===== src/rtl/turbo_pkg.sv =====
// Shared definitions for the turbo decoder iteration scheduler.
//   turbo_state_e : scheduler FSM encoding
//   TURBO_*       : default geometry (address width, iteration width, lane width/count,
//                   decision latency, early-stop threshold)
//   SEL_DEC1/2    : siso_sel encodings (natural / interleaved half-iteration)
package turbo_pkg;

  localparam int unsigned TURBO_ADDR_W  = 10;
  localparam int unsigned TURBO_ITER_W  = 4;
  localparam int unsigned LLR_W         = 31;
  localparam int unsigned LANES         = 4;
  localparam int unsigned TURBO_DEC_LAT = 2;
  localparam int unsigned TURBO_THRESH  = 4096;

  localparam logic SEL_DEC1 = 1'b0;
  localparam logic SEL_DEC2 = 1'b1;

  typedef enum logic [3:0] {
    ST_IDLE,
    ST_LAUNCH,
    ST_WAIT_SISO,
    ST_NEXT,
    ST_CHECK,
    ST_CHECK_WAIT,
    ST_OUTPUT,
    ST_DRAIN,
    ST_DONE
  } turbo_state_e;

endpackage


===== src/rtl/turbo_addr_sweep.sv =====
// Word-address sweep 0..last_addr, one word per cycle, no stalls.
//   clk, rst   : clock, synchronous active-high reset
//   go         : load address 0 and start sweeping (next cycle is the first read)
//   last_addr  : final address of the sweep
//   rd_en      : registered read strobe, high for last_addr+1 cycles
//   rd_addr    : registered word address
//   last_c     : combinational, high with rd_en on the final address
module turbo_addr_sweep #(
  parameter int unsigned ADDR_W = 10
) (
  input  logic              clk,
  input  logic              rst,
  input  logic              go,
  input  logic [ADDR_W-1:0] last_addr,
  output logic              rd_en,
  output logic [ADDR_W-1:0] rd_addr,
  output logic              last_c
);

  logic              active_q, active_d;
  logic [ADDR_W-1:0] addr_q, addr_d;

  assign last_c  = active_q && (addr_q == last_addr);
  assign rd_en   = active_q;
  assign rd_addr = addr_q;

  // Advance until the final address, then idle holding the address.
  always_comb begin
    active_d = active_q;
    addr_d   = addr_q;
    if (go) begin
      active_d = 1'b1;
      addr_d   = '0;
    end else if (active_q) begin
      if (last_c) active_d = 1'b0;
      else        addr_d   = addr_q + ADDR_W'(1);
    end
  end

  always_ff @(posedge clk) begin
    if (rst) begin
      active_q <= 1'b0;
      addr_q   <= '0;
    end else begin
      active_q <= active_d;
      addr_q   <= addr_d;
    end
  end

endmodule


===== src/rtl/turbo_iter_ctrl.sv =====
// Turbo decoder iteration scheduler: alternates dec1/dec2 half-iterations up to a
// latched limit, then sweeps the LLR memory into the 4-lane hard-decision stage and
// frames its output with dec_valid/dec_last.
// Optional feature macro TURBO_EARLY_STOP_EN: after each full iteration, sweep the LLR
// memory and stop early once every lane of every word reaches THRESH confidence.
// Ports:
//   clk, rst              clock, synchronous active-high reset
//   start, blk_len,       frame request; blk_len (words-1) and iter_limit latched on start
//   iter_limit
//   busy, done            frame in progress / one-cycle end-of-frame pulse
//   siso_start, siso_sel  half-iteration launch pulse and decoder select
//   siso_done             half-iteration complete
//   rd_en, rd_addr        LLR memory read port
//   llr_in                read data (early-stop check only)
//   dec_valid, dec_last   decision stream framing
//   iter_cnt, early_stop  completed iterations, convergence flag of last frame
module turbo_iter_ctrl
  import turbo_pkg::*;
#(
  parameter int unsigned ADDR_W  = TURBO_ADDR_W,
  parameter int unsigned ITER_W  = TURBO_ITER_W,
  parameter int unsigned DEC_LAT = TURBO_DEC_LAT,
  parameter int unsigned THRESH  = TURBO_THRESH
) (
  input  logic                   clk,
  input  logic                   rst,
  input  logic                   start,
  input  logic [ADDR_W-1:0]      blk_len,
  input  logic [ITER_W-1:0]      iter_limit,
  output logic                   busy,
  output logic                   done,
  output logic                   siso_start,
  output logic                   siso_sel,
  input  logic                   siso_done,
  output logic                   rd_en,
  output logic [ADDR_W-1:0]      rd_addr,
  input  logic [LANES*LLR_W-1:0] llr_in,
  output logic                   dec_valid,
  output logic                   dec_last,
  output logic [ITER_W-1:0]      iter_cnt,
  output logic                   early_stop
);

  localparam int unsigned DRAIN_W = (DEC_LAT > 1) ? $clog2(DEC_LAT) : 1;

  turbo_state_e         state_q, state_d;
  logic [ADDR_W-1:0]    len_q, len_d;
  logic [ITER_W-1:0]    limit_q, limit_d;
  logic [ITER_W-1:0]    iter_q, iter_d;
  logic [ITER_W-1:0]    iter_inc_c;
  logic                 sel_q, sel_d;
  logic [DRAIN_W-1:0]   drain_q, drain_d;
  logic                 busy_q, busy_d;
  logic                 done_q, done_d;
  logic                 sstart_q, sstart_d;
  logic [DEC_LAT-1:0]   vpipe_q, vpipe_d;
  logic [DEC_LAT-1:0]   lpipe_q, lpipe_d;
  logic                 sweep_go_c;
  logic                 sweep_last_c;
  logic                 out_phase_c;
  logic                 unused_llr_c;

  turbo_addr_sweep #(.ADDR_W(ADDR_W)) u_sweep (
    .clk       (clk),
    .rst       (rst),
    .go        (sweep_go_c),
    .last_addr (len_q),
    .rd_en     (rd_en),
    .rd_addr   (rd_addr),
    .last_c    (sweep_last_c)
  );

  assign busy       = busy_q;
  assign done       = done_q;
  assign siso_start = sstart_q;
  assign siso_sel   = sel_q;
  assign iter_cnt   = iter_q;
  assign dec_valid  = vpipe_q[DEC_LAT-1];
  assign dec_last   = lpipe_q[DEC_LAT-1];

  // Saturating increment of the completed-iteration count.
  assign iter_inc_c = (iter_q == '1) ? iter_q : iter_q + ITER_W'(1);

  // Only the OUTPUT sweep feeds the decision stage; CHECK reads are not framed.
  assign out_phase_c = (state_q == ST_OUTPUT);

`ifdef TURBO_EARLY_STOP_EN
  logic conv_q, conv_d;
  logic chk_vld_q, chk_vld_d;
  logic early_q, early_d;
  logic lanes_ok_c;

  assign early_stop   = early_q;
  assign unused_llr_c = ^llr_in;
  assign chk_vld_d    = rd_en && (state_q == ST_CHECK);

  // All four lanes of the current read word meet the confidence threshold (sign ignored).
  always_comb begin
    lanes_ok_c = 1'b1;
    for (int i = 0; i < int'(LANES); i++) begin
      if (llr_in[i*LLR_W +: (LLR_W-1)] < (LLR_W-1)'(THRESH)) lanes_ok_c = 1'b0;
    end
  end
`else
  assign early_stop   = 1'b0;
  assign unused_llr_c = ^{llr_in, 32'(THRESH)};
`endif

  // Next-state and registered-output logic.
  always_comb begin
    state_d    = state_q;
    len_d      = len_q;
    limit_d    = limit_q;
    iter_d     = iter_q;
    sel_d      = sel_q;
    drain_d    = drain_q;
    sweep_go_c = 1'b0;
`ifdef TURBO_EARLY_STOP_EN
    conv_d     = conv_q;
    early_d    = early_q;
`endif

    case (state_q)
      ST_IDLE: begin
        if (start) begin
          state_d = ST_LAUNCH;
          len_d   = blk_len;
          limit_d = (iter_limit == '0) ? ITER_W'(1) : iter_limit;
          iter_d  = '0;
          sel_d   = SEL_DEC1;
`ifdef TURBO_EARLY_STOP_EN
          early_d = 1'b0;
`endif
        end
      end
      ST_LAUNCH:    state_d = ST_WAIT_SISO;
      ST_WAIT_SISO: if (siso_done) state_d = ST_NEXT;
      ST_NEXT: begin
        if (sel_q == SEL_DEC1) begin
          sel_d   = SEL_DEC2;
          state_d = ST_LAUNCH;
        end else begin
          sel_d  = SEL_DEC1;
          iter_d = iter_inc_c;
          if (iter_inc_c == limit_q) begin
            state_d    = ST_OUTPUT;
            sweep_go_c = 1'b1;
          end else begin
`ifdef TURBO_EARLY_STOP_EN
            state_d    = ST_CHECK;
            sweep_go_c = 1'b1;
            conv_d     = 1'b1;
`else
            state_d    = ST_LAUNCH;
`endif
          end
        end
      end
`ifdef TURBO_EARLY_STOP_EN
      // Data trails rd_en by one cycle; fold each arriving word into the verdict.
      ST_CHECK: begin
        if (chk_vld_q) conv_d = conv_q & lanes_ok_c;
        if (sweep_last_c) state_d = ST_CHECK_WAIT;
      end
      // Final word arrives here; decide without registering it first.
      ST_CHECK_WAIT: begin
        if (conv_q && lanes_ok_c) begin
          state_d    = ST_OUTPUT;
          sweep_go_c = 1'b1;
          early_d    = 1'b1;
        end else begin
          state_d = ST_LAUNCH;
        end
      end
`endif
      ST_OUTPUT: begin
        if (sweep_last_c) begin
          state_d = ST_DRAIN;
          drain_d = '0;
        end
      end
      ST_DRAIN: begin
        if (drain_q == DRAIN_W'(DEC_LAT - 1)) state_d = ST_DONE;
        else                                  drain_d = drain_q + DRAIN_W'(1);
      end
      ST_DONE: state_d = ST_IDLE;
      default: state_d = ST_IDLE;
    endcase

    busy_d   = (state_d != ST_IDLE) && (state_d != ST_DONE);
    done_d   = (state_d == ST_DONE);
    sstart_d = (state_d == ST_LAUNCH);

    vpipe_d[0] = rd_en && out_phase_c;
    lpipe_d[0] = sweep_last_c && out_phase_c;
    for (int i = 1; i < int'(DEC_LAT); i++) begin
      vpipe_d[i] = vpipe_q[i-1];
      lpipe_d[i] = lpipe_q[i-1];
    end
  end

  always_ff @(posedge clk) begin
    if (rst) begin
      state_q  <= ST_IDLE;
      len_q    <= '0;
      limit_q  <= '0;
      iter_q   <= '0;
      sel_q    <= SEL_DEC1;
      drain_q  <= '0;
      busy_q   <= 1'b0;
      done_q   <= 1'b0;
      sstart_q <= 1'b0;
      vpipe_q  <= '0;
      lpipe_q  <= '0;
    end else begin
      state_q  <= state_d;
      len_q    <= len_d;
      limit_q  <= limit_d;
      iter_q   <= iter_d;
      sel_q    <= sel_d;
      drain_q  <= drain_d;
      busy_q   <= busy_d;
      done_q   <= done_d;
      sstart_q <= sstart_d;
      vpipe_q  <= vpipe_d;
      lpipe_q  <= lpipe_d;
    end
  end

`ifdef TURBO_EARLY_STOP_EN
  always_ff @(posedge clk) begin
    if (rst) begin
      conv_q    <= 1'b0;
      chk_vld_q <= 1'b0;
      early_q   <= 1'b0;
    end else begin
      conv_q    <= conv_d;
      chk_vld_q <= chk_vld_d;
      early_q   <= early_d;
    end
  end
`endif

endmodule


===== config.mk =====
export PLATFORM = sky130hd
export DESIGN_NAME = turbo_iter_ctrl
export DESIGN_NICKNAME = d
export VERILOG_FILES = /design/src/rtl/turbo_pkg.sv /design/src/rtl/turbo_addr_sweep.sv /design/src/rtl/turbo_iter_ctrl.sv
export SDC_FILE = /design/constraint.sdc
export NUM_CORES = 1
export LEC_CHECK = 0
export ABC_AREA = 1
export CORE_UTILIZATION = 26
export CTS_CLUSTER_DIAMETER = 30
export DETAILED_ROUTE_END_ITERATION = 7
export HOLD_SLACK_MARGIN = 0.12
export MAX_ROUTING_LAYER = met4
export PLACE_DENSITY = 0.66
export RECOVER_POWER = 50
export SLEW_MARGIN = 20
export SYNTH_ARGS = -nofsm -noshare
export SYNTH_HDL_FRONTEND = slang
export SYNTH_SLANG_ARGS = --single-unit

===== constraint.sdc =====
create_clock -name clk -period 2.39 [get_ports clk]
set_clock_uncertainty 0.2 [all_clocks]
set_input_delay 0.478 -clock clk [delete_from_list [all_inputs] [get_ports clk]]
set_output_delay 0.478 -clock clk [all_outputs]
set_load 0.02 [all_outputs]

==> metrics.md, run 1 <==
| Metric | Value |
|---|---|
| Run status | `complete, no violations` |
| Drt total wl | `4940 um` |
| Clock Tree Root | `sky130_fd_sc_hd__clkbuf_8` |
| Half-perimeter wire length after detailed placement | `3730 um` |
| P_leak | `1.05 nW` |
| Io pins | `164` |
| Number of violations reported at the end of detailed-routing iteration 0 | `64` |
| Largest net degree at the start of global routing | `20` |
| Worst Path Required | `1710 ps` |
| Vert. Die Dim | `91.4 um` |
| Fin. Hold Viols | `0` |
| Period Utilization, post-route | `90.1%` |
| Reg-to-Reg End | `u_sweep.rd_addr[0]` |
| Type of the setup path with the least slack | `register to primary output` |
| Hold-fix buffers at CTS | `0` |
| Std-Cell Core Area | `0.00773 sq mm` |
| Number of rows in the core area | `32` |
| Distinct cell type count of the synthesized netlist | `26` |
| Global-route wire length before repair | `8420 um` |
| Post-CTS Setup Inserts | `0` |
| Critical-path cell list | `clkdlybuf4s50_1` |
| Sequential element share of the synthesized area | `40.5%` |
| Cells on worst reg2reg path | `10` |
| Ranking of synthesized cells by area | `sky130_fd_sc_hd__dfxtp_1 40%, sky130_fd_sc_hd__nand2_1 14%, sky130_fd_sc_hd__a21oi_1 8.2%` |
| GRT Util Overall | `12.8%` |
| Top fanout value on the critical path | `8` |
| Peak supply drop | `199 uV` |
| Most common library cell in the layout ignoring fill and taps | `sky130_fd_sc_hd__nand2_1` |
| Drc violations | `0` |
| Highest-delay cell along the critical path | `sky130_fd_sc_hd__clkdlybuf4s50_1` |
| Antenna cell count | `0` |
| Antenna Violating Nets Remaining | `0` |
| Synth Cell Area | `0.00208 sq mm` |
| Instance count of the mapped netlist | `307` |
| Total buffers and inverters traversed by the critical path | `1` |
| CTS HTree Levels | `2` |
| Detailed Routing Iterations Pass 1 | `4` |
| TritonCTS clock tree | `done` |
| Layout cells sized above 1 | `6.90%` |
| Clk pin slew, worst setup/hold paths | `90 ps` |
| Initial antenna violation count | `0` |
| Overflow left after global routing | `0` |
| Final count of pins violating max slew | `0` |
| Kind of capture point of the worst setup path | `primary output` |
| Post-synth net total | `451` |
| Leading cell types in the layout, fill and taps excluded | `79 x sky130_fd_sc_hd__nand2_1, 45 x sky130_fd_sc_hd__inv_1, 42 x sky130_fd_sc_hd__dfxtp_1` |
| Number of global-route vias before repair | `1961` |
| Min-Delay Path Class | `register to register` |
| Average wire length per cell after detail routing | `11.0 um` |
| Number of sinks on the clock net | `42` |
| Gates resized, CTS repair | `0` |
| FF+latch count, synth | `42` |
| Final setup violation count | `0` |
| CTS buffer count | `5` |
| Latest clock arrival within the worst-skew pair | `290 ps` |
| Synth Warn # | `0` |
| Transition time of the tightest slew-check pin | `723 ps` |
| Start of the worst register-to-register path | `iter_cnt[0]` |
| Vias per std cell | `4.45` |
| Final total negative setup slack | `0 ps` |
| Highest clock rate | `464 MHz` |
| Total power divided by cell area | `538 mW/mm^2` |
| Effective utilization at floorplan | `26.9%` |
| Final RePlAce weighted congestion | `0.802` |
| Crit start category | `register` |
| Worst hold slack | `209 ps` |
| Fraction of the core area covered by cells at the end of the flow | `34.4%` |
| Total power consumption of the routed design | `1.43 mW` |
| Worst hold stages | `2` |
| Area overhead of the layout relative to synthesis | `27.9%` |
| Signal arrival time at the worst endpoint | `1480 ps` |
| Via Count | `2004` |
| Die Width | `91.4 um` |
| Max clock buf depth | `2` |
| MaxCap Viol Count | `0` |
| Hold wc startpoint | `vpipe_q[0]` |
| Unrepaired setup endpoints after global routing | `false` |
| Cell type contributing the most total cell area after synthesis | `sky130_fd_sc_hd__dfxtp_1` |
| Hold Crit Endpoint | `vpipe_q[1]` |
| Die outline area | `0.00835 sq mm` |
| Number of nets in the finished design | `491` |
| Reg-to-reg setup timing slack | `380 ps` |
| Cell family contributing the most delay on the critical path | `buffers and inverters` |
| Buffers on Ports | `38` |
| Period minus WS final | `2150 ps` |
| Avg Cell Area, Syn | `6.77 sq um` |
| Headroom to the max-slew limit | `51.8%` |
| Top-area cell type share of the netlist area | `40.5%` |
| Highest cell delay on the worst timing path | `670 ps` |
==> registers in the layout, indices dropped and copies added (netlist names), 2 cells and up <==
signal           flops
state_q              4
vpipe_q              2
iter_cnt             4
len_q               10
lpipe_q              2
u_sweep.rd_addr     10
limit_q              4
==> layout make-up <==
| cell class | instances | area [sq um] |
|---|---|---|
| fillers | 811 | 5070 |
| multi-input cells | 208 | 1010 |
| flip-flops and latches | 42 | 841 |
| repair buffers | 43 | 412 |
| inverters | 47 | 176 |
| well taps | 102 | 128 |
| clock buffers | 5 | 68.8 |
| clock inverters | 3 | 25.0 |
==> how the worst max path moves through the flow <==
| stage | depth (start not counted) | from | to |
|---|---|---|---|
| final | 1 | u_sweep.rd_addr[0] | rd_addr[0] |
| after global routing | 1 | u_sweep.rd_addr[0] | rd_addr[0] |
| after CTS | 1 | u_sweep.rd_addr[4] | rd_addr[4] |
| after detailed placement | 9 | start | iter_cnt[1] |
| after global placement | 7 | start | len_q[4] |
| after floorplan | 10 | iter_cnt[0] | u_sweep.rd_addr[9] |
==> synth_stat cells <==
master	instances
sky130_fd_sc_hd__a21oi_1	34
sky130_fd_sc_hd__buf_2	3
sky130_fd_sc_hd__buf_4	1
sky130_fd_sc_hd__buf_6	1
sky130_fd_sc_hd__clkbuf_1	4
sky130_fd_sc_hd__clkbuf_2	1
sky130_fd_sc_hd__clkinv_1	1
sky130_fd_sc_hd__conb_1	1
sky130_fd_sc_hd__dfxtp_1	42
sky130_fd_sc_hd__ha_1	2
sky130_fd_sc_hd__inv_1	45
sky130_fd_sc_hd__inv_2	1
sky130_fd_sc_hd__nand2_1	79
sky130_fd_sc_hd__nand2_2	4
sky130_fd_sc_hd__nand2_4	1
sky130_fd_sc_hd__nand3_1	28
sky130_fd_sc_hd__nand3_2	2
sky130_fd_sc_hd__nand4_1	4
sky130_fd_sc_hd__nor2_1	17
sky130_fd_sc_hd__nor2_2	3
sky130_fd_sc_hd__nor2_4	1
sky130_fd_sc_hd__nor3_1	7
sky130_fd_sc_hd__nor3b_1	2
sky130_fd_sc_hd__nor4_1	1
sky130_fd_sc_hd__o21ai_0	14
sky130_fd_sc_hd__xor2_1	8
==> where the power goes <==
group | switching (mW) | total, mW | internal (mW) | leakage [nW]
registers | 0.0190 | 0.753 | 0.734 | 0.342
clock network | 0.264 | 0.475 | 0.211 | 0.0447
logic | 0.120 | 0.203 | 0.0836 | 0.660
total | 0.402 | 1.43 | 1.03 | 1.05
==> through the flow <==
stage / setup WS, ps / instance area (sq um) / std cells
finish: 237 / 2660 / 450
global route: 165 / 2660 / 450
CTS: 232 / 2660 / 450
detailed placement: 353 / 2570 / 442
global placement: 362 / 2570 / 442
floorplan: 496 / 2080 / 307
==> cells by family (layout without fill, tap and decap cells) <==
kind of cell,Yosys count,in the layout,synth area share (%)
AND/OR/NAND/NOR,149,149,32.1
buffers and inverters,57,98,11.1
AO/OA/AOI/OAI,48,48,11.6
flip-flops,42,42,40.5
XOR/XNOR,8,8,3.37
adder cells (fa/ha/maj),2,2,1.20
other,1,1,0.180
==> metal layers <==
layer	up-vias	share of wire (%)	GRT usage, %	wire length, um
met5	-	0	-	0
li1	1047	-	-	-
met2	48	45	21.2	2240
met1	902	49	15.6	2440
met4	0	1.0	3.44	50
met3	7	4.3	2.85	213
Power figures use the tool's default switching activity.
==> run 2, diff against run 1 <==
CORE_UTILIZATION = 33   (was 26)
CTS_CLUSTER_SIZE = 25   (was not set)
PLACE_DENSITY = 0.8   (was 0.66)
==> metrics.md, run 2 (same netlist as run 1, synthesis figures left out) <==
| Metric | Value |
|---|---|
| Top fanout value on the critical path | `8` |
| Clk pin slew, worst setup/hold paths | `80 ps` |
| Final setup violation count | `0` |
| Drt total wl | `4630 um` |
| Worst Path Required | `1710 ps` |
| CTS buffer count | `5` |
| Placed Cells | `413` |
| Total power consumption of the routed design | `1.42 mW` |
| Period minus WS final | `2150 ps` |
| Cell Count, Final, Fillers Out | `421` |
| Detailed Routing Iterations Pass 1 | `4` |
| MaxCap Viol Count | `0` |
| Vias per std cell | `4.86` |
| Overflow left after global routing | `0` |
| Leading cell types in the layout, fill and taps excluded | `79 x sky130_fd_sc_hd__nand2_1, 45 x sky130_fd_sc_hd__inv_1, 42 x sky130_fd_sc_hd__dfxtp_1` |
| Initial antenna violation count | `0` |
| Die outline area | `0.00662 sq mm` |
| Antenna cell count | `0` |
| Transition time of the tightest slew-check pin | `665 ps` |
| Io pins | `164` |
| Gates resized, CTS repair | `0` |
| Number of global-route vias before repair | `1904` |
| Layout Cell Area excl Fill | `0.00261 sq mm` |
| Most common library cell in the layout ignoring fill and taps | `sky130_fd_sc_hd__nand2_1` |
| Critical-path cell list | `clkdlybuf4s50_1` |
| Hold-fix buffers at CTS | `0` |
| Number of violations reported at the end of detailed-routing iteration 0 | `146` |
| Number of rows in the core area | `28` |
| Unrepaired setup endpoints after global routing | `false` |
| Final RePlAce weighted congestion | `0.895` |
| Hold Crit Endpoint | `lpipe_q[1]` |
| Period Utilization, post-route | `90.0%` |
| Largest net degree at the start of global routing | `30` |
| Type of the setup path with the least slack | `register to primary output` |
| Placed standard-cell area | `0.00252 sq mm` |
| Area overhead of the layout relative to synthesis | `25.4%` |
| Latest clock arrival within the worst-skew pair | `300 ps` |
| Crit start category | `register` |
| Effective utilization at floorplan | `34.7%` |
| Number of nets in the finished design | `489` |
| Std-Cell Core Area | `0.00599 sq mm` |
| Pre-CTS setup slack | `329 ps` |
| Buffers on Ports | `38` |
| Clock Tree Root | `sky130_fd_sc_hd__clkbuf_8` |
| Run status | `complete, no violations` |
| Worst hold slack | `208 ps` |
| Hold wc startpoint | `lpipe_q[0]` |
| Worst hold stages | `2` |
| Kind of capture point of the worst setup path | `primary output` |
| Start of the worst register-to-register path | `iter_cnt[0]` |
| Average wire length per cell after detail routing | `11.0 um` |
| Half-perimeter wire length after detailed placement | `3440 um` |
| Highest clock rate | `465 MHz` |
| Via Count | `2048` |
| Max clock buf depth | `2` |
| Headroom to the max-slew limit | `55.7%` |
| Peak supply drop | `309 uV` |
| TritonCTS clock tree | `done` |
| Vert. Die Dim | `81.4 um` |
| Fin. Hold Viols | `0` |
| Highest-delay cell along the critical path | `sky130_fd_sc_hd__clkdlybuf4s50_1` |
| Fraction of the core area covered by cells at the end of the flow | `43.5%` |
| Number of sinks on the clock net | `42` |
| CTS HTree Levels | `2` |
| Min-Delay Path Class | `register to register` |
| Highest cell delay on the worst timing path | `670 ps` |
| Die Width | `81.4 um` |
| Cells on worst reg2reg path | `10` |
| Final count of pins violating max slew | `0` |
| Final total negative setup slack | `0 ps` |
| Signal arrival time at the worst endpoint | `1470 ps` |
| P_leak | `1.04 nW` |
| Global-route wire length before repair | `7960 um` |
| Post-CTS Setup Inserts | `0` |
| GRT Util Overall | `15.9%` |
| Antenna Violating Nets Remaining | `0` |
| Total buffers and inverters traversed by the critical path | `1` |
| Min setup slack post-route | `238 ps` |
| Drc violations | `0` |
| Reg-to-reg setup timing slack | `370 ps` |
| Layout cells sized above 1 | `6.07%` |
| Reg-to-Reg End | `u_sweep.rd_addr[7]` |
| Total power divided by cell area | `545 mW/mm^2` |
| Cell family contributing the most delay on the critical path | `buffers and inverters` |
==> run 2: cell count changes in the layout (fill, tap and decap cells not counted), sizes merged <==
cell and delta:
clkbuf +2, inv -1, clkinvlp -1, buf -2
==> run 2: area by class of cell <==
| type | instances | area [sq um] |
|---|---|---|
| timing repair buffer | 41 | 397 |
| clock inverter | 1 | 5.00 |
| tap | 75 | 93.8 |
| sequential | 42 | 841 |
| clock buffer | 7 | 86.3 |
| fill | 604 | 3380 |
| multi-input combinational | 208 | 1010 |
| inverter | 47 | 176 |
==> run 2: worst max path at each step <==
stage / from / endpoint / slack [ps] / cells after the start
after floorplan: iter_cnt[0] / u_sweep.rd_addr[9] / 500 / 10
after global placement: start / iter_cnt[3] / 340 / 9
after detailed placement: start / iter_cnt[1] / 330 / 9
after CTS: u_sweep.rd_addr[0] / rd_addr[0] / 240 / 1
after global routing: iter_cnt[0] / u_sweep.rd_addr[9] / 150 / 10
final: u_sweep.rd_addr[0] / rd_addr[0] / 240 / 1
==> run 2: worst register-to-register path, cell delays in order (launching register included) <==
cell and delay [ps]:
sky130_fd_sc_hd__dfxtp_1 450, sky130_fd_sc_hd__ha_1 270, sky130_fd_sc_hd__nand2_2 100, sky130_fd_sc_hd__nor2_4 120, sky130_fd_sc_hd__nand2_1 90, sky130_fd_sc_hd__nand3_1 70
sky130_fd_sc_hd__nand2_1 60, sky130_fd_sc_hd__nor2_2 160, sky130_fd_sc_hd__nand3_2 170, sky130_fd_sc_hd__nand2_4 160, sky130_fd_sc_hd__a21oi_1 60
==> run 2: power by group <==
group          switching (mW)  total, mW  internal, mW  leakage, nW
sequential             0.0178      0.752         0.734        0.342
combinational           0.116      0.195        0.0787        0.650
clock                   0.240      0.473         0.233       0.0482
==> run 2: routing by layer <==
layer  GRT usage, %  share of wire [%]
met1           18.4                 45
met2           26.8                 49
met3           3.15                5.2
met4           6.43                1.4
met5              -                  0
==> run 3, diff against run 2 <==
CTS_BUF_LIST = sky130_fd_sc_hd__clkbuf_16   (was not set)
==> metrics.md, run 3 (same netlist as run 1, synthesis figures left out) <==
| Metric | Value |
|---|---|
| Clk pin slew, worst setup/hold paths | `60 ps` |
| GRT Util Overall | `16.2%` |
| Internal power summed over all cells | `1.19 mW` |
| Peak supply drop | `276 uV` |
| CTS HTree Levels | `2` |
| Leading cell types in the layout, fill and taps excluded | `79 x sky130_fd_sc_hd__nand2_1, 46 x sky130_fd_sc_hd__inv_1, 42 x sky130_fd_sc_hd__dfxtp_1` |
| Sw Ratio | `24.7%` |
| Kind of capture point of the worst setup path | `primary output` |
| Number of global-route vias before repair | `1892` |
| Seq pwr share | `47.6%` |
| Busiest grt layer | `met2` |
| FF/Latch Area | `841 sq um` |
| Hold wc startpoint | `lpipe_q[0]` |
| Drc violations | `0` |
| Comb power frac | `12.3%` |
| Max clock buf depth | `2` |
| Number of nets in the finished design | `489` |
| Detailed Routing Iterations Pass 1 | `4` |
| Clk network pwr share | `40.1%` |
| Most common library cell in the layout ignoring fill and taps | `sky130_fd_sc_hd__nand2_1` |
| Final setup violation count | `0` |
| Global-route wire length before repair | `7960 um` |
| Placed Cells | `413` |
| Filler cell count in the final layout | `604` |
| Routing usage on met2 | `26.5%` |
| Via Count | `2025` |
| Overflow left after global routing | `0` |
| Placed standard-cell area | `0.00252 sq mm` |
| Final RePlAce weighted congestion | `0.895` |
| Hold Crit Endpoint | `lpipe_q[1]` |
| Drt total wl | `4680 um` |
| Reg-to-Reg End | `u_sweep.rd_addr[7]` |
| Layout Cell Area excl Fill | `0.00265 sq mm` |
| Area occupied by multi-input gates | `0.00101 sq mm` |
| TritonCTS clock tree | `done` |
| M3 GR Usage | `4.16%` |
| Clock Tree Root | `sky130_fd_sc_hd__clkbuf_16` |
| Cells on worst reg2reg path | `10` |
| Hold-fix buffers at CTS | `0` |
| Final count of pins violating max slew | `0` |
| Cell Count, Final, Fillers Out | `421` |
| Reg-to-reg setup timing slack | `370 ps` |
| Total power consumption of the routed design | `1.58 mW` |
| Type of the setup path with the least slack | `register to primary output` |
| Number of violations reported at the end of detailed-routing iteration 0 | `164` |
| Largest net degree at the start of global routing | `30` |
| Latest clock arrival within the worst-skew pair | `280 ps` |
| MaxCap Viol Count | `0` |
| Transition time of the tightest slew-check pin | `640 ps` |
| Period Utilization, post-route | `88.8%` |
| Cell family contributing the most delay on the critical path | `buffers and inverters` |
| Post-CTS Setup Inserts | `0` |
| P_leak | `1.06 nW` |
| Std-Cell Core Area | `0.00599 sq mm` |
| Die outline area | `0.00662 sq mm` |
| Min-Delay Path Class | `register to register` |
| Fin. Hold Viols | `0` |
| Number of sinks on the clock net | `42` |
| Highest cell delay on the worst timing path | `670 ps` |
| Period minus WS final | `2120 ps` |
| Top fanout value on the critical path | `8` |
| Vias per std cell | `4.81` |
| Start of the worst register-to-register path | `iter_cnt[0]` |
| Layout cells sized above 1 | `5.78%` |
| Worst hold slack | `205 ps` |
| Worst Path Required | `1710 ps` |
| Sw Pwr | `391 uW` |
| Headroom to the max-slew limit | `57.4%` |
| Unrepaired setup endpoints after global routing | `false` |
| Highest-delay cell along the critical path | `sky130_fd_sc_hd__clkdlybuf4s50_1` |
| Met1 global-route usage | `18.4%` |
| Antenna Violating Nets Remaining | `0` |
| Crit start category | `register` |
| Io pins | `164` |
| Area overhead of the layout relative to synthesis | `27.6%` |
| Number of rows in the core area | `28` |
| CTS buffer count | `5` |
| Total buffers and inverters traversed by the critical path | `1` |
| Effective utilization at floorplan | `34.7%` |
| Run status | `complete, no violations` |
| Critical-path cell list | `clkdlybuf4s50_1` |
| Gates resized, CTS repair | `0` |
| Total power divided by cell area | `596 mW/mm^2` |
| Signal arrival time at the worst endpoint | `1440 ps` |
| Buffers on Ports | `38` |
| Antenna cell count | `0` |
| Average wire length per cell after detail routing | `11.1 um` |
| Worst hold stages | `2` |
| Highest clock rate | `471 MHz` |
| Initial antenna violation count | `0` |
| Final total negative setup slack | `0 ps` |
| Half-perimeter wire length after detailed placement | `3440 um` |
| Vert. Die Dim | `81.4 um` |
| Die Width | `81.4 um` |
run 3: how the worst max path moves through the flow:
stage | from | slack [ps] | to | cells past startpoint
after global placement | start | 340 | iter_cnt[3] | 9
final | u_sweep.rd_addr[0] | 270 | rd_addr[0] | 1
after CTS | u_sweep.rd_addr[0] | 260 | rd_addr[0] | 1
after global routing | iter_cnt[0] | 150 | u_sweep.rd_addr[1] | 10
after detailed placement | start | 330 | iter_cnt[1] | 9
after floorplan | iter_cnt[0] | 500 | u_sweep.rd_addr[9] | 10
run 3: stage by stage:
stage	util (%)	setup WS, ps
6_report	44.3	268
5_1_grt	44.3	150
4_1_cts	44.4	261
3_5_place_dp	42.1	329
3_3_place_gp	42.1	337
2_1_floorplan	-	496
run 3: metal layers:
| metal | routed length [um] | vias to the layer above |
|---|---|---|
| li1 | - | 1049 |
| met1 | 2080 | 926 |
| met2 | 2270 | 43 |
| met3 | 236 | 7 |
| met4 | 85 | 0 |
| met5 | 0 | - |
run 3: cell type report:
class                           count  area share [%]
Clock buffer                        5            4.72
Clock inverter                      3           0.472
Inverter                           47            6.65
Multi-Input combinational cell    208            38.0
Sequential cell                    42            31.7
Tap cell                           75            3.54
Timing Repair Buffer               41            15.0
run 3: power by group through the flow:
stage	logic [mW]	registers (mW)	clock network, mW
floorplan	0.129	0.771	0
global placement	0.195	0.767	0
detailed placement	0.200	0.768	0
CTS	0.201	0.753	0.657
global route	0.221	0.757	0.682
finish	0.195	0.753	0.634
run 3: worst min-delay path: stages (launching register included):
cell	delay (ps)
sky130_fd_sc_hd__dfxtp_1	300
sky130_fd_sc_hd__inv_1	40
sky130_fd_sc_hd__nor2_1	30
==> RTL edit 1 (flow settings as in run 2) <==
The output `siso_start` loses its register stage (`sstart_q` becomes a continuous assignment).
--- a/src/rtl/turbo_iter_ctrl.sv
+++ b/src/rtl/turbo_iter_ctrl.sv
@@ -209,7 +209,6 @@
       drain_q  <= '0;
       busy_q   <= 1'b0;
       done_q   <= 1'b0;
-      sstart_q <= 1'b0;
       vpipe_q  <= '0;
       lpipe_q  <= '0;
     end else begin
@@ -221,11 +220,12 @@
       drain_q  <= drain_d;
       busy_q   <= busy_d;
       done_q   <= done_d;
-      sstart_q <= sstart_d;
       vpipe_q  <= vpipe_d;
       lpipe_q  <= lpipe_d;
     end
   end
+
+  assign sstart_q = sstart_d;
 
 `ifdef TURBO_EARLY_STOP_EN
   always_ff @(posedge clk) begin
Behaviour: not the same (a bounded check fails within 4 cycles, from zero or initial values and one cycle with rst high).
==> RTL edit 1 against run 2 <==
The run now ends with setup timing left. Setup slack got worse by 0.33 ns. Sequential share of layout area shrank 5.6 points. Area after synthesis is 0.60% lower. Count of clock-buffer cells in the layout unchanged. Fmax is 13% lower. Synthesized cell count stayed put. Critical path depth is 11 higher. Total power rose by 11%. Final area rose by 19%. Hold slack got worse by 0.0017 ns. Sequential cell count is 1 lower. Routed wire length up 14%. Register-to-register slack better by 0.06 ns. Largest power group unchanged. Highest routed layer unchanged.
==> RTL edit 1: results <==
setup_path:
  cp-start-kind: "register"
  critical_path.max_fanout: 4
  ff2ff_setup_slack_ns: 0.43
  crit_slowest_cell: "sky130_fd_sc_hd__dfxtp_2"
  critPathMaxStageDelay_ns: 0.36
  arrival_ns: 1.81
pwr:
  vdd_ir_drop_max_mv: 0.295
  net-switching-power_uw: 395
  pwr-share-clk_pct: 36.8
  power.leakage_uw: 0.00127
  relative_contribution_of_combinational_cells_to_total_power_pct: 16.9
  pwr.group.sequential_uw: 731
cells_and_area:
  final_layout_size_suffix_gt1_share_pct: 23.2
  filler_cell_count: 565
  fin_nets: 539
global_route:
  use_met2_pct: 30.1
  grtUsageMet1_pct: 22.3
  grt_total_usage_pct: 18.1
  via_count_of_the_first_global_routing_pass: 2086
  grt_start_max_net_pins: 19
  grt_pass1_wl_um: 9050
  globalRouteMet3Util_pct: 3.37
place:
  place.gp.congestion: 0.901
  post_dp_cell_area_um2: 2860
  hpwlAfterDp_um: 3950
synthesis:
  synthDistinctLibCells: 25
  ys_top_cells_by_count: "sky130_fd_sc_hd__nand2_1 (77), sky130_fd_sc_hd__inv_1 (44), sky130_fd_sc_hd__dfxtp_1 (41)"
  ys_top_cells_by_area: "sky130_fd_sc_hd__dfxtp_1 (40%), sky130_fd_sc_hd__nand2_1 (14%), sky130_fd_sc_hd__inv_1 (8.0%)"
  synth_nets: 451
  synth.yosys.seq_area_share_pct: 39.7
timing:
  layout_setup_ws_ns: -0.0945
  setup_tns_ns: -0.0945
  slew-limit-headroom_pct: 42.3
  worst_hold_slack_ns: 0.206
  setup_violations: 1
route:
  detail_route.vias_per_cell: 4.68
  wl_met2_um: 2480
  met3_wire_length_um: 331
  route.layer.met1.wl_um: 2410
  drt-initial-drc-count: 115
  detail_route.wirelength_um: 5270
worst_hold_path:
  hp-start: "vpipe_q[0]"
status:
  outcome: "finished, violations left"
  violations: "setup timing"
clock_network:
  clockBufferDepth: 2
  clock_insertion_delay_worst_skew_ns: 0.30
-- RTL edit 1: cell count changes after synthesis, sizes merged --
cell    change
nand3       -1
o21ai       +2
xor2        -1
nor2        +1
dfxtp       -1
buf         +1
nand2       -2
nor3        +2
o211ai      +1
clkinv      -1
a21oi       -1
-- RTL edit 1: cell families after synthesis --
family	Yosys count	synth area share, %
fa+ha+maj	2	1.21
compound gates	50	12.4
simple gates	149	32.5
flops	41	39.7
other cells	1	0.182
buf+inv	57	11.0
xor+xnor	7	2.97
-- RTL edit 1: worst max-delay path, delay by kind of cell, from the launching register on --
kind          cells  cell delay [ns]
simple gates      9             0.73
flops             1             0.36
buf+inv           2             0.24
fa+ha+maj         1             0.18
-- RTL edit 1: final cells by class --
class	count	area share (%)
clock buffers	7	2.79
multi-input cells	209	35.6
flip-flops and latches	41	26.7
clock inverters	1	0.971
well taps	75	3.04
repair buffers	92	25.3
inverters	46	5.58
-- RTL edit 1: path summary, 6_finish.rpt --
check                                  end  depth (start not counted)
worst max register to register        busy                         14
worst min register to register  vpipe_q[1]                          2
worst max-delay path            siso_start                         12
worst min-delay path            vpipe_q[1]                          2
-- RTL edit 1: what timing repair did --
action | in CTS | in global routing
endpoints found under the setup margin | 1 | 1
buffers inserted | 2 | 2
resized for setup | 21 | 8
hold buffers | 0 | 0
pin swaps | 9 | 7
-- RTL edit 1: metrics by stage --
| step | utilization, % | std cells | setup WS (ns) |
|---|---|---|---|
| after floorplan | - | 307 | 0.0375 |
| after global placement | 47.8 | 459 | -0.514 |
| after detailed placement | 47.8 | 459 | -0.505 |
| after CTS | 50.8 | 469 | -0.0729 |
| after global routing | 51.6 | 471 | -0.218 |
| final | 51.6 | 471 | -0.0945 |
==> RTL edit 2 (settings of run 2) <==
Without the edit above. The option `TURBO_EARLY_STOP_EN` is turned on by a define.
--- a/src/rtl/turbo_iter_ctrl.sv
+++ b/src/rtl/turbo_iter_ctrl.sv
@@ -14,6 +14,8 @@
 //   llr_in                read data (early-stop check only)
 //   dec_valid, dec_last   decision stream framing
 //   iter_cnt, early_stop  completed iterations, convergence flag of last frame
+`define TURBO_EARLY_STOP_EN
+
 module turbo_iter_ctrl
   import turbo_pkg::*;
 #(
Behaviour: not the same (a bounded check fails within 10 cycles, from zero or initial values and one cycle with rst high).
==> RTL edit 2 against run 2 <==
First-iteration DRC count shrank 21%. Register-to-register slack gained 0.02 ns. Via count grew 37%. Count of clock-buffer cells in the layout is 1 lower. Routed wire length rose by 49%. Sequential power grew 6.9%. Total power is 14% higher. Clock power decreased by 0.8%. Area after synthesis rose by 19%. Final area is 45% higher. Setup slack better by 0.029 ns. Sequential cell count grew 3. Cell count is 43% higher.
==> RTL edit 2: results <==
status:
  outcome: "complete, no violations"
worst_hold_path:
  worst_hold_path_type: "reg -> reg"
synthesis:
  ys_top_cells_by_area: "sky130_fd_sc_hd__dfxtp_1 (36%), sky130_fd_sc_hd__nand2_1 (14%), sky130_fd_sc_hd__nor2_1 (11%)"
  synth_nets: 530
  ys.flop_type: "sky130_fd_sc_hd__dfxtp_1"
  asyncSetResetFlopFracSynth_pct: 0
  synth.yosys.seq_area_share_pct: 36.5
  complex_gate_fraction_of_the_synthesized_area_pct: 11.0
  synthDistinctLibCells: 32
  post_synthesis_share_of_cell_area_spent_on_xor_and_xnor_gates_pct: 2.84
  synth.area.mux_share_pct: 0
  yosysWarningCount: 0
  synth_adder_area_share_pct: 1.01
  ys_top_cells_by_count: "sky130_fd_sc_hd__nand2_1 (94), sky130_fd_sc_hd__nor2_1 (73), sky130_fd_sc_hd__inv_1 (47)"
  synthesis.area_per_instance_um2: 6.40
setup_path:
  arrival_ns: 1.44
  cp_top_family: "buffers and inverters"
  critical_path.max_fanout: 8
  critPathMaxStageDelay_ns: 0.66
  crit_slowest_cell: "sky130_fd_sc_hd__clkdlybuf4s50_1"
clock_network:
  clock_insertion_delay_worst_skew_ns: 0.30
  h-tree-depth: 2
  cts-root-buf: "sky130_fd_sc_hd__clkbuf_8"
  cts-resized-gates: 0
  cts_buf_count: 5
  cts.repair_timing.setup_buffer_count: 0
  clkTransAtPathRegs_ns: 0.09
  clockBufferDepth: 2
global_route:
  via_count_of_the_first_global_routing_pass: 2539
  antenna_violations_before_repair: 0
  grt_pass1_wl_um: 10600
  grt_total_usage_pct: 17.8
  grt_start_max_net_pins: 28
route:
  drt-pass1-iter-count: 4
  detail_route.vias_per_cell: 4.65
  detail_route.wirelength_um: 6870
  drt-initial-drc-count: 115
timing:
  slew-limit-headroom_pct: 46.7
  setup_tns_ns: 0
place:
  hpwlAfterDp_um: 5480
  place.gp.congestion: 0.890
  port_buffers: 111
cells_and_area:
  final_layout_size_suffix_gt1_share_pct: 4.37
  instances_no_fill: 603
  antennaDiodeCount: 0
  fin_nets: 647
pwr:
  vdd_ir_drop_max_mv: 0.254
  power.leakage_uw: 0.00149
RTL edit 2: changes by cell type after synthesis, sizes merged, moves of 4 or more:
cell,before,now
o21ai,14,19
clkbuf,5,1
nor2,21,77
nand2,84,97
nand3,30,21
a21oi,34,30
nand4,4,10
RTL edit 2: cells by family after synthesis:
logic type	count (synthesis)
buffers and inverters	57
adder cells (fa/ha/maj)	2
AND/OR/NAND/NOR	221
XOR/XNOR	8
flip-flops	45
AO/OA/AOI/OAI	53
RTL edit 2: metrics by stage:
stage / util [%] / hold slack, ns / setup WS, ns / instance area, um2
floorplan: - / 0.188 / 0.530 / 2470
global placement: 50.9 / 0.201 / -0.00476 / 3690
detailed placement: 50.9 / 0.203 / -0.0231 / 3690
CTS: 52.1 / 0.217 / 0.250 / 3780
global route: 51.9 / 0.238 / 0.116 / 3770
finish: 51.9 / 0.214 / 0.267 / 3770
RTL edit 2: where the power goes:
part	switching, uW	total, uW	internal [uW]
clock	263	469	206
sequential	19.3	804	785
combinational	148	347	199
total	430	1620	1190
RTL edit 2: routing by layer:
| layer | share of wire (%) | vias to the layer above | global-route usage, % |
|---|---|---|---|
| met5 | 0 | - | - |
| met4 | 1.1 | 0 | 5.57 |
| met3 | 9.1 | 9 | 4.01 |
| met2 | 49 | 106 | 33.0 |
| met1 | 41 | 1223 | 18.6 |
| li1 | - | 1463 | - |
RTL edit 2: final timing paths:
path / from / end / slack (ns) / cells after the start
worst min register to register: vpipe_q[0] / vpipe_q[1] / 0.21 / 2
worst max register to register: u_sweep.rd_addr[5] / u_sweep.rd_en / 0.39 / 9
worst min-delay path: vpipe_q[0] / vpipe_q[1] / 0.21 / 2
worst max-delay path: iter_cnt[2] / iter_cnt[2] / 0.27 / 1
RTL edit 2: final cells by class:
type | instances | area [um2]
multi-input cells | 284 | 1330
well taps | 99 | 124
clock buffers | 6 | 72.6
clock inverters | 2 | 15.0
repair buffers | 116 | 1140
flip-flops and latches | 45 | 901
fillers | 711 | 3490
inverters | 51 | 191
